`src/rtl/pe_pkg.sv`:
```
// Shared definitions for the systolic-array processing element: FSM state
// encoding and default datapath widths.
package pe_pkg;

  localparam int DEFAULT_ACC_W = 80;
  localparam int DEFAULT_K_W   = 16;
  localparam int PRODUCT_W     = 64;

  typedef enum logic [1:0] {
    ST_IDLE  = 2'd0,
    ST_ACCUM = 2'd1,
    ST_DONE  = 2'd2
  } state_e;

endpackage

```
`src/rtl/k_counter.sv`:
```
// Down-counter of products still owed to the current dot product.
// Loads on start and steps down once per accepted product.
module k_counter #(
  parameter int K_W = 16
) (
  input  logic           clk,
  input  logic           reset,
  input  logic           load,
  input  logic [K_W-1:0] load_val,
  input  logic           dec,
  output logic [K_W-1:0] remaining,
  output logic           last,
  output logic           zero
);

  // NOTE: state registers use non-blocking assignments so every flop samples
  // the pre-edge values of its neighbours.
  always_ff @(posedge clk) begin
    if (reset) begin
      remaining <= '0;
    end else if (load) begin
      remaining <= load_val;
    end else if (dec && !zero) begin
      remaining <= remaining - K_W'(1);
    end
  end

  assign last = (remaining == K_W'(1));
  assign zero = (remaining == '0);

endmodule

```
`src/rtl/mac_accumulator.sv`:
```
// Sums exactly k_len unsigned 64-bit products into a wide accumulator and
// pulses acc_done for one cycle with the registered result on acc_out.
module mac_accumulator
  import pe_pkg::*;
#(
  parameter int ACC_W = DEFAULT_ACC_W,
  parameter int K_W   = DEFAULT_K_W
) (
  input  logic                 clk,
  input  logic                 reset,
  input  logic                 start,
  input  logic [K_W-1:0]       k_len,
  input  logic [PRODUCT_W-1:0] product,
  input  logic                 prod_valid,
  output logic [ACC_W-1:0]     acc_out,
  output logic                 acc_done,
  output logic                 busy,
  output logic                 overflow,
  output logic                 stray
);

  state_e           state;
  state_e           state_nxt;
  logic [ACC_W-1:0] acc;
  logic [ACC_W:0]   sum;
  logic [K_W-1:0]   remaining;
  logic             accept;
  logic             last;
  logic             zero;

  // A product arriving alongside start belongs to no run and is dropped.
  assign accept = (state == ST_ACCUM) && prod_valid && !start && !zero;

  k_counter #(.K_W(K_W)) u_k_counter (
    .clk       (clk),
    .reset     (reset),
    .load      (start),
    .load_val  (k_len),
    .dec       (accept),
    .remaining (remaining),
    .last      (last),
    .zero      (zero)
  );

  // One extra bit on the sum exposes the carry out of the accumulator.
  assign sum = {1'b0, acc} + {{(ACC_W + 1 - PRODUCT_W){1'b0}}, product};

  // NOTE: next state gets a default before any branch so no latch is inferred.
  always_comb begin
    state_nxt = state;
    if (start) begin
      state_nxt = (k_len == '0) ? ST_DONE : ST_ACCUM;
    end else begin
      case (state)
        ST_ACCUM: if (accept && last) state_nxt = ST_DONE;
        ST_DONE:  state_nxt = ST_IDLE;
        default:  state_nxt = ST_IDLE;
      endcase
    end
  end

  always_ff @(posedge clk) begin
    if (reset) begin
      state    <= ST_IDLE;
      acc      <= '0;
      busy     <= 1'b0;
      acc_done <= 1'b0;
      overflow <= 1'b0;
      stray    <= 1'b0;
    end else begin
      state    <= state_nxt;
      busy     <= (state_nxt == ST_ACCUM);
      acc_done <= (state_nxt == ST_DONE);
      if (start) begin
        acc      <= '0;
        overflow <= 1'b0;
        stray    <= 1'b0;
      end else begin
        if (accept) begin
          acc <= sum[ACC_W-1:0];
          if (sum[ACC_W]) overflow <= 1'b1;
        end
        if (prod_valid && state != ST_ACCUM) stray <= 1'b1;
      end
    end
  end

  assign acc_out = acc;

endmodule

```
`config.mk`:
```
export PLATFORM = sky130hd
export DESIGN_NAME = mac_accumulator
export DESIGN_NICKNAME = d
export VERILOG_FILES = /design/src/rtl/pe_pkg.sv /design/src/rtl/k_counter.sv /design/src/rtl/mac_accumulator.sv
export SDC_FILE = /design/constraint.sdc
export NUM_CORES = 1
export LEC_CHECK = 0
export ABC_AREA = 1
export CORE_MARGIN = 3
export CORE_UTILIZATION = 35
export DETAILED_ROUTE_END_ITERATION = 6
export GPL_TIMING_DRIVEN = 0
export REMOVE_ABC_BUFFERS = 1
export SYNTH_ARGS = -nofsm -noshare
export SYNTH_HDL_FRONTEND = slang
export SYNTH_SLANG_ARGS = --single-unit
```
`constraint.sdc`:
```
create_clock -name clk -period 2.5 [get_ports clk]
set_clock_uncertainty 0.2 [all_clocks]
set_input_delay 0.5 -clock clk [delete_from_list [all_inputs] [get_ports clk]]
set_output_delay 0.5 -clock clk [all_outputs]
set_load 0.02 [all_outputs]
```
==> impl_metrics.json, run 1 <==
{
  "max_stage_delay_ns": 0.52,
  "syn_inst": 2054,
  "fin_nets": 2420,
  "seqCellArea_mm2": 0.00204,
  "worstReg2RegStart": "u_k_counter.remaining[0]",
  "grt_most_used_layer": "met2",
  "cp-end-kind": "flip-flop",
  "vias_per_cell": 4.93,
  "synthXorXnorAreaFrac_pct": 3.54,
  "start_util_pct": 36.2,
  "place_area_mm2": 0.0129,
  "drc": 0,
  "ys_seq_area_share_pct": 18.8,
  "avgSynthCellArea_um2": 5.30,
  "grtUsageMet2_pct": 40.8,
  "min_period_ns": 2.45,
  "area_growth_pct": 51.2,
  "cts.reportedPaths.clkPinSlew_ns": 0.08,
  "crit_type": "in -> reg",
  "synth_adder_area_share_pct": 7.77,
  "crit_chain": "clkdlybuf4s50_1 > ha_4 > a21oi_1 > o21ai_1 > a21oi_2 > nand2_1 > a21oi_2 > nand2_4 > a21oi_1 > nor2_1",
  "drive_gt1_share_pct": 24.8,
  "grt_usage_pct": 24.8,
  "via_count": 13100,
  "min_path_type": "reg -> reg",
  "yosys_warnings": 0,
  "final_area_mm2": 0.0165,
  "cp_max_fo": 5,
  "avgRoutedWirePerCell_um": 16.5,
  "worst_pin_slew_ns": 0.702,
  "synth-simple-area-share_pct": 43.7,
  "synthMuxAreaShare_pct": 0,
  "num_antenna_cells": 0,
  "grt_pass1_vias": 12000,
  "initialDrtViolationCount": 977,
  "drt-total-wl_mm": 44.0,
  "crit_slowest_cell": "clkdlybuf4s50_1",
  "hold_buffers": 0,
  "crit_buf_inv": 1,
  "critPathArrivalTime_ns": 2.53,
  "grt_util_met1_pct": 34.5,
  "synth_area_leaders": "nand2_1, dfxtp_1, inv_1",
  "rsz0062_at_grt": "true",
  "die-width_um": 182,
  "ys_ff_latch": 102,
  "critPathLaunchType": "primary input",
  "die_area_mm2": 0.0333,
  "dr.pass1.iters": 5,
  "cts-root-buf": "clkbuf_16",
  "antenna_found_initial": 1,
  "ys_types": 42,
  "netlist_area_mm2": 0.0109,
  "power_leakage_nw": 8.50,
  "h-tree-depth": 3,
  "hold_viol": 0,
  "whs_path_depth": 2,
  "synth_compound_area_share_pct": 9.67,
  "synth_top_area_share_pct": 25.0,
  "drtAntennaViolNets": 0,
  "grt_overflow": 0,
  "use_met3_pct": 4.07,
  "die_h_um": 182,
  "cap_violations": 0,
  "synth_top_family_by_area": "simple AND/OR/NAND/NOR gates",
  "grt_max_degree": 51,
  "fillCellCount": 3010,
  "worstRegToRegCells": 12,
  "fp-row-count": 63,
  "multiInputGateArea_mm2": 0.00966,
  "port_buffers": 167,
  "place_hpwl_mm": 33.1,
  "cp_data_required_time_ns": 2.58,
  "ios": 168,
  "tritoncts": "built",
  "holdCritStartpoint": "overflow",
  "drv_slew": 0,
  "grt_pass1_wl_mm": 65.3,
  "status": "complete, no violations",
  "vdd_drop_max_v": 0.000256,
  "max-clock-path-buffers": 2,
  "setup_viol": 0,
  "worstSkewPairLatency_ns": 0.38,
  "clock_sinks": 102,
  "gp_congestion": 1.02,
  "fmax_ghz": 0.408,
  "timing.final.crit_share_pct": 98.1,
  "startpoint": "product[59]",
  "holdWs_ns": 0.256,
  "synth_area_leader_cell": "nand2_1",
  "cts_inserted_buffers": 9,
  "path_depth": 10,
  "relSlewSlack_pct": 53.1,
  "cp_top_family": "compound AO/OA/AOI/OAI gates",
  "core_area_mm2": 0.0301,
  "tns_ns": 0,
  "p_per_area_mw_per_mm2": 281
}
[through the flow]
stage	power [mW]	utilization, %	instances	setup slack (ns)
finish	4.62	54.7	2664	0.0464
global placement	2.73	42.7	2581	-2.74
floorplan	2.34	-	2024	-0.171
CTS	4.44	49.4	2619	-0.0511
global route	4.82	54.7	2664	-0.0461
detailed placement	2.74	42.8	2582	-1.29
[cell usage after synthesis, drive strengths merged]
master  instances
buf            16
a22oi           1
ha             66
xnor2          23
clkbuf         14
and2            2
inv           429
clkinv          1
nor2          314
a31oi           3
nand2         728
o22ai           1
a21o            1
o221ai          2
o21ai          59
a21oi          97
a211oi          1
xor2           21
a32oi           2
o21a            1
o211ai          9
nand3         108
nand4           6
or2             5
nor3           25
dfxtp         102
o21bai         12
nor4            4
fa              1
[final timing paths]
kind                                     to  slack, ns
worst max-delay path            acc_out[64]       0.05
worst min-delay path               overflow       0.26
worst max register to register  acc_out[59]       0.13
worst min register to register     overflow       0.26
[cell families after synthesis]
logic type / count (synthesis)
AND/OR/NAND/NOR: 1192
adder cells (fa/ha/maj): 67
flip-flops: 102
AO/OA/AOI/OAI: 189
XOR/XNOR: 44
buffers and inverters: 460
[worst min-delay path, cell delays in order (launching register included)]
cell     delay [ns]
dfxtp_1        0.32
inv_1          0.05
a21oi_1        0.05
[placed cells by master, fill, tap and decap left out, types with 3 or more instances in the layout]
cell type / netlist / routed
o21bai_2: 1 / 4
xnor2_1: 23 / 23
o211ai_1: 9 / 9
a21oi_1: 97 / 57
or2_2: 4 / 4
nor3_4: 0 / 5
nand4_1: 6 / 6
o21ai_0: 53 / 46
o21ai_1: 6 / 12
inv_6: 0 / 4
buf_4: 1 / 57
dlymetal6s2s_1: 0 / 44
nor2_1: 310 / 210
clkbuf_16: 0 / 9
a21oi_4: 0 / 10
nor3_2: 5 / 12
nand2_4: 1 / 49
nor3_1: 20 / 8
xor2_1: 21 / 21
inv_1: 424 / 395
nand2_1: 724 / 559
nand2_2: 3 / 120
nor2_4: 0 / 56
nor2_2: 4 / 49
nand3_2: 5 / 21
nand3_1: 103 / 74
dfxtp_1: 102 / 102
o21bai_1: 11 / 6
nand3_4: 0 / 13
inv_2: 4 / 31
ha_1: 66 / 3
a21oi_2: 0 / 30
clkdlybuf4s50_1: 0 / 120
ha_4: 0 / 62
[timing repair]
| item | 4_1_cts | 5_1_grt |
|---|---|---|
| setup endpoints to repair | 101 | 77 |
| resized for setup | 309 | 348 |
| buffers inserted | 16 | 44 |
| pin swaps | 48 | 121 |
| gates cloned | 5 | 1 |
[sequential cells by signal (all words and copies together) (netlist names)]
register               cells
acc_out                   80
u_k_counter.remaining     16
state                      2
acc_done                   1
busy                       1
overflow                   1
stray                      1
[per-layer routing]
layer,wire (um),vias up
met5,7,-
met4,688,2
met3,2660,38
met2,20200,362
met1,20400,6098
li1,-,6626
[where the power goes]
group	leakage, nW	switching, mW	total, mW	internal (mW)
logic	7.53	0.810	1.39	0.581
registers	0.828	0.0456	1.71	1.67
clock network	0.144	0.811	1.51	0.703
total	8.50	1.67	4.62	2.95
[cell type report]
cell class	count	share of cell area (%)
clock buffer	9	1.37
timing repair buffer	229	14.1
timing repair inverter	3	0.137
inverter	430	9.95
multi-input combinational	1494	58.7
clock inverter	7	0.380
sequential	102	12.4
tap	390	2.97
(Power assumes the default switching activity.)
==> run 2, diff against run 1 <==
- CORE_MARGIN: 3 -> unset
- CTS_BUF_LIST: unset -> sky130_fd_sc_hd__clkbuf_8
==> run 2 against run 1 <==
  * Wire length is 1.5% lower
  * Power fell by 8.4%
  * Sequential share of layout area grew 0.36 points
  * Maximum frequency decreased by 1.1%
  * First-iteration DRC count down 17%
  * Setup slack worse by 0.026 ns
  * Critical path depth up 5
  * Worst hold slack gained 0.0063 ns
  * Clock-buffer cell count up 1
  * Critical endpoint is now acc_out[71]
  * Die area fell by 4.3%
  * Design area fell by 2.8%
  * Core utilization is 2.4 points lower
==> impl_metrics.json, run 2 (same netlist as run 1, synthesis figures left out) <==
{
  "status": "complete, no violations",
  "cp-end-kind": "flip-flop",
  "fin_util_pct": 52.3,
  "fmax_ghz": 0.403,
  "fillCellCount": 3137,
  "area_growth_pct": 46.9,
  "cp_max_fo": 4,
  "setup_viol": 0,
  "drtAntennaViolNets": 0,
  "avgRoutedWirePerCell_um": 16.3,
  "path_depth": 15,
  "drc": 0,
  "cts_inserted_buffers": 9,
  "comb_power_share_pct": 32.1,
  "place_hpwl_mm": 33.3,
  "critPathArrivalTime_ns": 2.60,
  "cts.reportedPaths.clkPinSlew_ns": 0.12,
  "crit_type": "in -> reg",
  "crit_slowest_cell": "clkdlybuf4s50_1",
  "die_area_mm2": 0.0318,
  "fin_nets": 2404,
  "ios": 168,
  "core_area_mm2": 0.0306,
  "critPathLaunchType": "primary input",
  "vdd_drop_max_v": 0.000208,
  "dr.pass1.iters": 5,
  "r2r_slack_ns": 0.16,
  "worstReg2RegStart": "acc_out[39]",
  "whs_path_depth": 2,
  "layout_commonest_cell": "nand2_1",
  "max_stage_delay_ns": 0.44,
  "largest_register_ffs": 80,
  "gp_congestion": 0.964,
  "total_power_mw": 4.23,
  "worstReg2RegEnd": "acc_out[58]",
  "worstRegToRegCells": 16,
  "post-place-ws_ns": -1.32,
  "initialDrtViolationCount": 815,
  "grt_overflow": 0,
  "worstSkewPairLatency_ns": 0.43,
  "p_int_mw": 2.64,
  "grt_pass1_vias": 11800,
  "crit_end": "acc_out[71]",
  "pwr-share-clk_pct": 27.4,
  "holdWs_ns": 0.262,
  "drt-total-wl_mm": 43.3,
  "cts-root-buf": "clkbuf_8",
  "antenna_found_initial": 1,
  "layout_common_cells": "nand2_1, inv_1, nor2_1, clkdlybuf4s50_1, nand2_2",
  "hold_viol": 0,
  "min_path_type": "reg -> reg",
  "cap_violations": 0,
  "p_per_area_mw_per_mm2": 264,
  "fin_cells": 2655,
  "die_h_um": 178,
  "h-tree-depth": 3,
  "cp_data_required_time_ns": 2.62,
  "port_buffers": 167,
  "p_sw_mw": 1.58,
  "multiInputGateArea_mm2": 0.00945,
  "drive_gt1_share_pct": 22.5,
  "rsz0062_at_grt": "true",
  "timing.final.crit_share_pct": 99.2,
  "p_seq_share_pct": 40.5,
  "start_util_pct": 35.6,
  "dp.cells": 2589,
  "min_period_ns": 2.48,
  "cp_top_family": "simple AND/OR/NAND/NOR gates",
  "fp-row-count": 64,
  "hold_buffers": 0,
  "tritoncts": "built",
  "seqCellArea_mm2": 0.00204,
  "finalWorstSetupSlack_ns": 0.0201,
  "grt_pass1_wl_mm": 63.3,
  "via_count": 13000,
  "crit_buf_inv": 4,
  "grt_max_degree": 51,
  "startpoint": "product[36]",
  "power_leakage_nw": 8.10,
  "max-clock-path-buffers": 2,
  "crit_chain": "clkdlybuf4s50_1 > ha_4 > nand2_4 > nor2_4 > inv_2 > nor2_2 > inv_1 > o21bai_1 > inv_1 > nand2_4 > nand2_2 > nand2_2 > nand3_1 > nand2_1 > nor2_1",
  "power.switching_fraction_pct": 37.5,
  "worst_pin_slew_ns": 0.641,
  "vias_per_cell": 4.91,
  "die-width_um": 178,
  "relSlewSlack_pct": 57.3,
  "grt_usage_pct": 26.2,
  "drv_slew": 0,
  "clock_sinks": 102
}
[run 2: changes by cell type in the layout (fill, tap and decap cells not counted), moves of 7 or more]
cell             previous run  this run
buf_4                      57        45
clkbuf_16                   9         0
clkbuf_8                    0        10
clkdlybuf4s50_1           120       144
dlymetal6s2s_1             44        22
inv_1                     395       404
inv_2                      31        21
nand2_1                   559       577
nand2_2                   120       113
nand2_4                    49        38
nor2_4                     56        48
[run 2: worst min-delay path by stage]
stage                              start  slack [ns]                         to
3_3_place_gp                    overflow        0.24                   overflow
4_1_cts                         overflow        0.27                   overflow
5_1_grt                         overflow        0.29                   overflow
3_5_place_dp                    overflow        0.25                   overflow
6_report                        overflow        0.26                   overflow
2_1_floorplan  u_k_counter.remaining[15]        0.24  u_k_counter.remaining[15]
[run 2: what timing repair did]
| item | CTS | global route |
|---|---|---|
| cloned | 3 | 1 |
| pin swaps | 25 | 109 |
| setup endpoints to repair | 101 | 73 |
| resized for setup | 227 | 353 |
| buffers inserted | 9 | 36 |
[run 2: per-layer routing]
layer,GRT usage [%],vias to the layer above,routed length [um]
met1,35.0,6051,19800
met2,44.1,351,20000
li1,-,6599,-
met4,6.50,0,758
met5,0,-,0
met3,3.54,40,2680
[run 2: final cells by class]
cell class	count	area share [%]
antenna	1	0.0156
clock buffer	10	0.861
sequential	102	12.8
timing repair buffer	215	13.4
multi-input combinational	1493	59.1
inverter	430	10.3
clock inverter	6	0.329
tap	396	3.10
timing repair inverter	2	0.0861
[run 2: power by group through the flow]
stage / Sequential [mW] / Combinational (mW) / Clock, mW
final: 1.71 / 1.36 / 1.16
after floorplan: 1.76 / 0.580 / 0
after CTS: 1.71 / 1.16 / 1.19
after global placement: 1.74 / 0.994 / 0
after detailed placement: 1.74 / 1.00 / 0
after global routing: 1.72 / 1.47 / 1.23
[run 2: stage by stage]
| stage | TNS (ns) | area [um^2] |
|---|---|---|
| 2_1_floorplan | -8.54 | 10700 |
| 4_1_cts | -0.0667 | 14300 |
| 3_3_place_gp | -196.26 | 12900 |
| 3_5_place_dp | -100.81 | 12900 |
| 5_1_grt | -0.541 | 16000 |
| 6_report | 0 | 16000 |
[run 2: worst register-to-register path, stage by stage (launching register included)]
cell	delay, ns
dfxtp_1	0.42
ha_4	0.24
buf_4	0.14
nand2_1	0.05
nand2_1	0.06
nand2_1	0.06
nand2_1	0.09
inv_1	0.07
nand2_1	0.10
a21oi_2	0.18
nor2_1	0.10
nor2_1	0.16
nand2_1	0.08
nand2_1	0.06
nand3_1	0.10
nand2_1	0.09
inv_1	0.04
